<file path="config.mk">
export PLATFORM = sky130hd
export DESIGN_NAME = draw_sprite
export DESIGN_NICKNAME = d
export VERILOG_FILES = /design/src/rtl/draw_sprite.sv
export SDC_FILE = /design/constraint.sdc
export NUM_CORES = 1
export LEC_CHECK = 0
export ABC_CLOCK_PERIOD_IN_PS = 6200
export BUFFER_PORTS_ARGS = -buffer_cell sky130_fd_sc_hd__buf_2
export CORE_MARGIN = 4
export CORE_UTILIZATION = 50
export CTS_BUF_LIST = sky130_fd_sc_hd__clkbuf_16
export DETAILED_ROUTE_END_ITERATION = 8
export PLACE_DENSITY = 0.73
export SYNTH_ARGS = -nofsm -noshare
export SYNTH_HDL_FRONTEND = slang
export SYNTH_SLANG_ARGS = --single-unit
</file>
<file path="constraint.sdc">
create_clock -name clk -period 6.2 [get_ports clk]
set_input_delay 0.93 -clock clk [delete_from_list [all_inputs] [get_ports clk]]
set_output_delay 0.93 -clock clk [all_outputs]
set_load 0.005 [all_outputs]
</file>
<file path="src/rtl/draw_sprite.sv">
// Sprite overlay: replaces pixels inside a W x H window with image ROM pixels, with optional colour-key transparency.
// Latency: every output field is delayed by exactly LAT = ROM_LAT+2 clocks. Throughput is one pixel per clock.
// Backpressure: none. This is a free-running pixel stream, so every input sample produces one output sample.
module draw_sprite #(
  parameter int          W         = 100,
  parameter int          H         = 100,
  parameter int          ROM_LAT   = 1,
  parameter int          ADDR_W    = 14,
  parameter int          KEY_EN    = 1,
  parameter logic [11:0] KEY_COLOR = 12'hF0F
) (
  input  logic              clk,
  input  logic              rst,
  // upstream stream
  input  logic [10:0]       vga_in_hcount,
  input  logic [10:0]       vga_in_vcount,
  input  logic              vga_in_hsync,
  input  logic              vga_in_vsync,
  input  logic              vga_in_hblnk,
  input  logic              vga_in_vblnk,
  input  logic [11:0]       vga_in_rgb,
  // downstream stream
  output logic [10:0]       vga_out_hcount,
  output logic [10:0]       vga_out_vcount,
  output logic              vga_out_hsync,
  output logic              vga_out_vsync,
  output logic              vga_out_hblnk,
  output logic              vga_out_vblnk,
  output logic [11:0]       vga_out_rgb,
  // sprite placement
  input  logic [11:0]       xpos,
  input  logic [11:0]       ypos,
  input  logic              enable,
  // image ROM
  output logic [ADDR_W-1:0] rom_addr,
  input  logic [11:0]       rom_data
);

  localparam int DEPTH = ROM_LAT + 1;

  typedef struct packed {
    logic [10:0] hcount;
    logic [10:0] vcount;
    logic        hsync;
    logic        vsync;
    logic        hblnk;
    logic        vblnk;
    logic [11:0] rgb;
  } vga_t;

  vga_t              vga_cur;
  vga_t              pipe [DEPTH];
  logic [DEPTH-1:0]  hit_pipe;
  vga_t              out_q;

  logic [11:0]       xpos_q;
  logic [11:0]       ypos_q;
  logic              en_q;
  logic              vblnk_prev;

  logic              hit;
  logic [ADDR_W-1:0] addr_c;
  logic              show_rom;

  assign vga_cur = '{hcount: vga_in_hcount, vcount: vga_in_vcount,
                     hsync: vga_in_hsync, vsync: vga_in_vsync,
                     hblnk: vga_in_hblnk, vblnk: vga_in_vblnk,
                     rgb: vga_in_rgb};

  // Sample the placement once per frame on the rising edge of vblnk, so a frame is never drawn with mixed positions.
  always_ff @(posedge clk) begin
    if (rst) begin
      xpos_q     <= '0;
      ypos_q     <= '0;
      en_q       <= 1'b0;
      vblnk_prev <= 1'b0;
    end else begin
      vblnk_prev <= vga_in_vblnk;
      if (vga_in_vblnk && !vblnk_prev) begin
        xpos_q <= xpos;
        ypos_q <= ypos;
        en_q   <= enable;
      end
    end
  end

  // Window test and ROM address. The window edges are computed in 13 bits, so a window that runs past the counters clips instead of wrapping.
  always_comb begin
    logic [12:0] h_ext;
    logic [12:0] v_ext;
    logic [12:0] x_end;
    logic [12:0] y_end;
    logic [10:0] row_off;
    logic [10:0] col_off;
    h_ext   = {2'b00, vga_in_hcount};
    v_ext   = {2'b00, vga_in_vcount};
    x_end   = {1'b0, xpos_q} + 13'(W);
    y_end   = {1'b0, ypos_q} + 13'(H);
    hit     = en_q
              && (h_ext >= {1'b0, xpos_q}) && (h_ext < x_end)
              && (v_ext >= {1'b0, ypos_q}) && (v_ext < y_end);
    // Inside the window both offsets are non-negative and smaller than W and H.
    row_off = vga_in_vcount - ypos_q[10:0];
    col_off = vga_in_hcount - xpos_q[10:0];
    addr_c  = '0;
    if (hit) begin
      addr_c = ADDR_W'(row_off) * ADDR_W'(W) + ADDR_W'(col_off);
    end
  end

  // Registered ROM address plus a timing/hit delay line that keeps the stream aligned with rom_data.
  always_ff @(posedge clk) begin
    if (rst) begin
      rom_addr <= '0;
      hit_pipe <= '0;
      for (int i = 0; i < DEPTH; i++) begin
        pipe[i] <= '0;
      end
    end else begin
      rom_addr    <= addr_c;
      hit_pipe[0] <= hit;
      pipe[0]     <= vga_cur;
      for (int i = 1; i < DEPTH; i++) begin
        hit_pipe[i] <= hit_pipe[i-1];
        pipe[i]     <= pipe[i-1];
      end
    end
  end

  // A ROM pixel wins only inside the window, outside blanking, and when it is not the transparent key colour.
  always_comb begin
    show_rom = hit_pipe[DEPTH-1]
               && !((KEY_EN != 0) && (rom_data == KEY_COLOR))
               && !(pipe[DEPTH-1].hblnk || pipe[DEPTH-1].vblnk);
  end

  // Output register. Every timing field passes through at the same latency as rgb.
  always_ff @(posedge clk) begin
    if (rst) begin
      out_q <= '0;
    end else begin
      out_q     <= pipe[DEPTH-1];
      out_q.rgb <= show_rom ? rom_data : pipe[DEPTH-1].rgb;
    end
  end

  assign vga_out_hcount = out_q.hcount;
  assign vga_out_vcount = out_q.vcount;
  assign vga_out_hsync  = out_q.hsync;
  assign vga_out_vsync  = out_q.vsync;
  assign vga_out_hblnk  = out_q.hblnk;
  assign vga_out_vblnk  = out_q.vblnk;
  assign vga_out_rgb    = out_q.rgb;

endmodule

</file>
==> impl_metrics.py <==
metrics = {
    "run_status": {
        "run_status": "complete, no violations",
    },
    "drt": {
        "drt_drc_violations_left": 0,
        "route.detailed.wl_per_inst_um": 13.90,
        "drt-initial-drc-count": 245,
        "final_antenna_net_count": 0,
        "route.detailed.vias_per_inst": 4.992,
        "dr_total_vias": 5391,
        "detail_route.wirelength_um": 15010,
        "drtPass1Iterations": 4,
    },
    "synthesis": {
        "register_area_share_after_synthesis_pct": 43.18,
        "yosys.area_share.adder_pct": 15.39,
        "syn-cell-area_sq_mm": 0.007187,
        "synth-main-ff-cell": "dfxtp_1",
        "total_nets_after_synthesis": 923,
        "synth.yosys.warnings": 0,
        "muxShareOfSynthArea_pct": 1.393,
        "synthesized_area_fraction_occupied_by_and_or_nand_nor_cells_pct": 19.57,
        "ys_async_sr_fraction_pct": 0,
        "post_synth.cell_area_avg_sq_um": 9.419,
        "syn-instance-count": 763,
        "post_synth_num_cell_types": 57,
        "synth_seq_cells": 155,
        "largest_family_of_logic_cells_by_synthesized_area": "simple AND/OR/NAND/NOR gates",
        "number_of_enable_type_register_cells_in_the_synthesized_netlist": 0,
        "synthXorXnorAreaFrac_pct": 5.623,
        "synth_compound_area_share_pct": 10.24,
    },
    "critical_path": {
        "critical_path_peak_fanout": 5,
        "critical_path_class": "input pin to flip-flop",
        "crit_path_top_delay_cell": "fa_1",
        "critical_path.reg2reg.startpoint": "ypos_q[0]$_SDFFE_PP0P_",
        "timing.reg2reg.worst_path_depth": 19,
        "crit_chain": "buf_2 > inv_1 > ha_1 > fa_1 > nand2b_1 > a21oi_1 > a21o_1 > a21oi_1 > xnor2_1 > ha_1 > ha_1 > inv_1 > fa_1 > inv_1 > ha_1 > inv_1 > o21ba_2 > a21oi_1 > xnor3_1 > nor3_1 > nor3_1",
        "timing.critical_path.from_type": "input pin",
        "cp.required_ns": 6.48,
        "ff2ff_setup_slack_ns": 1.41,
        "timing.rr.end": "rom_addr[13]$_SDFF_PP0_",
        "critPathArrivalTime_ns": 5.40,
        "worst_path_largest_cell_delay_ns": 0.54,
        "setup.worst_path.end_class": "flip-flop",
    },
    "cts": {
        "cts-hold-fix-buffers": 0,
        "post_cts_resized": 0,
        "cts_setup_buffers": 0,
        "clk_transition_reported_paths_ns": 0.06,
        "cts_made_buffers": 17,
        "htree_num_levels": 4,
        "cts_root_buf": "clkbuf_16",
        "cts.path.max_buffers": 2,
        "cts_tree": "yes",
        "clk-insertion-delay-late_ns": 0.42,
        "numClockSinks": 155,
    },
    "sta": {
        "setup_total_negative_slack_ns": 0,
        "worst_slack_ns": 1.078,
        "rsz0062_at_grt": "false",
        "final_min_period_over_clock_period_pct": 82.62,
        "timing.final.max_slew_violations": 0,
        "max_slew_margin_pct": 29.32,
        "clock-skew-final_ns": 0.007067,
        "maximum_clock_rate_mhz": 195.2,
        "report.final.hold_viol_count": 0,
        "period_minus_slack_ns": 5.122,
        "final-setup-viol-count": 0,
        "worst-slew-pin-transition_ns": 1.055,
    },
    "final_layout": {
        "mostFrequentLayoutCell": "dfxtp_1",
        "stdcell_area_sq_mm": 0.008589,
        "layout-area-overhead-vs-synth_pct": 19.52,
        "most_used_cells_in_the_layout_excluding_fill_and_tap_cells": "dfxtp_1, buf_2, nor2b_1",
        "number_of_fill_cells": 1208,
        "final-instance-count-excl-fill": 1080,
        "final_layout_size_suffix_gt1_share_pct": 18.46,
        "nNetsFinal": 1046,
    },
    "pwr": {
        "power_per_standard_cell_area_mw_per_mm2": 393.6,
        "vdd_drop_max_mv": 0.4642,
        "fin_total_pwr_mw": 3.381,
        "p_leak_nw": 3.966,
    },
    "hold_path": {
        "holdPathEnd": "pipe[0][46]$_SDFF_PP0_",
        "min-delay-path-class": "flip-flop to flip-flop",
        "hold_path.startpoint": "pipe[0][8]$_SDFF_PP0_",
        "whs_path_depth": 1,
    },
    "global_routing": {
        "grt_first_pass_wirelength_um": 24810,
        "grt_remaining_overflow": 0,
        "gr-usage-all-layers_pct": 19.02,
        "pin_count_of_the_biggest_net_entering_global_routing": 90,
        "antenna_found_initial": 1,
        "vias_in_the_first_global_route": 5282,
    },
    "die": {
        "floorplan.core_area_sq_mm": 0.01399,
        "die-width_um": 127.9,
        "floorplan.die_area_sq_mm": 0.01636,
        "die-height_um": 127.9,
        "io_pins": 129,
        "floorplan.rows": 43,
        "starting_density_of_the_core_pct": 51.38,
    },
    "place": {
        "hpwlAfterDp_um": 11390,
        "placedInstanceArea_sq_mm": 0.007971,
        "worst_slack_at_placement_ns": 0.6875,
        "gp_congestion": 0.9101,
        "number_of_buffer_cells_added_on_primary_ports": 128,
        "placedCellCount": 1047,
    },
    "job": {
        "max_cap_viol_count": 0,
    },
}
[sequential cells by signal (all words and copies together), names as in the netlist, 2 cells and up]
| register | count |
|---|---|
| hit_pipe | 2 |
| pipe | 76 |
| rom_addr | 14 |
| vga_out_hcount | 11 |
| vga_out_rgb | 12 |
| vga_out_vcount | 11 |
| xpos_q | 12 |
| ypos_q | 12 |
[worst max path at each step]
stage                           from                 endpoint  slack, ns  depth (start not counted)
floorplan           vga_in_vcount[0]  rom_addr[13]$_SDFF_PP0_       1.13                         20
global placement    vga_in_vcount[0]  rom_addr[13]$_SDFF_PP0_       0.76                         21
detailed placement  vga_in_vcount[0]  rom_addr[13]$_SDFF_PP0_       0.69                         21
CTS                 vga_in_vcount[0]  rom_addr[13]$_SDFF_PP0_       1.13                         21
global route        vga_in_vcount[0]  rom_addr[13]$_SDFF_PP0_       0.73                         21
finish              vga_in_vcount[0]  rom_addr[13]$_SDFF_PP0_       1.08                         21
[area by class of cell]
cell class	count	area, sq um	share of cell area [%]
flip-flops and latches	155	3103	36.13
multi-input cells	522	3760	43.77
inverters	60	225.2	2.622
clock buffers	17	425.4	4.953
repair buffers	130	658.1	7.662
diodes	1	2.502	0.02913
well taps	180	225.2	2.622
clock inverters	15	190.2	2.214
[synth_stat cells, drive strengths merged (2+ instances only)]
cell type / n / share of area, %
o21a: 13 / 1.4
o211ai: 3 / 0.31
nor3b: 2 / 0.21
mux2i: 10 / 1.4
a211oi: 3 / 0.31
nand3: 4 / 0.35
and3: 4 / 0.35
or4: 2 / 0.21
and2b: 2 / 0.21
or3: 4 / 0.35
a21o: 5 / 0.52
clkbuf: 22 / 1.1
dfxtp: 155 / 43
nor2b: 108 / 9.4
nand2: 71 / 3.7
ha: 74 / 13
nor3: 11 / 0.77
o31ai: 3 / 0.31
xnor3: 2 / 0.63
fa: 9 / 2.5
buf: 4 / 0.33
nand2b: 4 / 0.35
inv: 60 / 3.1
o21ba: 2 / 0.28
o21ai: 17 / 1.2
a21oi: 47 / 3.3
nor2: 43 / 2.2
a31oi: 5 / 0.44
o2111ai: 3 / 0.37
o311ai: 2 / 0.24
nand4b: 2 / 0.24
xnor2: 30 / 3.7
o22ai: 2 / 0.17
xor2: 11 / 1.3
nand4: 6 / 0.52
[logic make-up (layout without fill, tap and decap cells)]
family / after synthesis / in the layout
other: 0 / 1
multiplexers: 10 / 10
adder cells (fa/ha/maj): 83 / 83
buffers and inverters: 86 / 222
AO/OA/AOI/OAI: 117 / 117
AND/OR/NAND/NOR: 269 / 269
flip-flops: 155 / 155
XOR/XNOR: 43 / 43
[critical path, delay by kind of cell]
| kind | cells | cell delay, ns |
|---|---|---|
| AND/OR/NAND/NOR | 3 | 0.41 |
| AO/OA/AOI/OAI | 5 | 0.98 |
| buffers and inverters | 5 | 0.30 |
| adder cells (fa/ha/maj) | 6 | 2.07 |
| XOR/XNOR | 2 | 0.72 |
[power breakdown]
| part | switching [mW] | total, mW | leakage [nW] | internal, mW |
|---|---|---|---|---|
| clock network | 0.425 | 1.07 | 0.298 | 0.641 |
| logic | 0.674 | 1.26 | 2.39 | 0.589 |
| registers | 0.0166 | 1.05 | 1.27 | 1.04 |
[stage by stage]
step                      hold slack, ns  util (%)
after floorplan                   0.4138         -
after global placement            0.4163     56.99
after detailed placement          0.4204     56.99
after CTS                         0.4330     61.39
after global routing              0.4496     61.40
final                             0.4324     61.40
[routing by layer]
| metal | wire, um | track usage [%] |
|---|---|---|
| met3 | 823 | 4.875 |
| met5 | 0 | 0 |
| met2 | 6972 | 31.39 |
| met1 | 6902 | 23.97 |
| met4 | 311 | 7.241 |
Note: power is estimated with default switching activity, not from simulation.
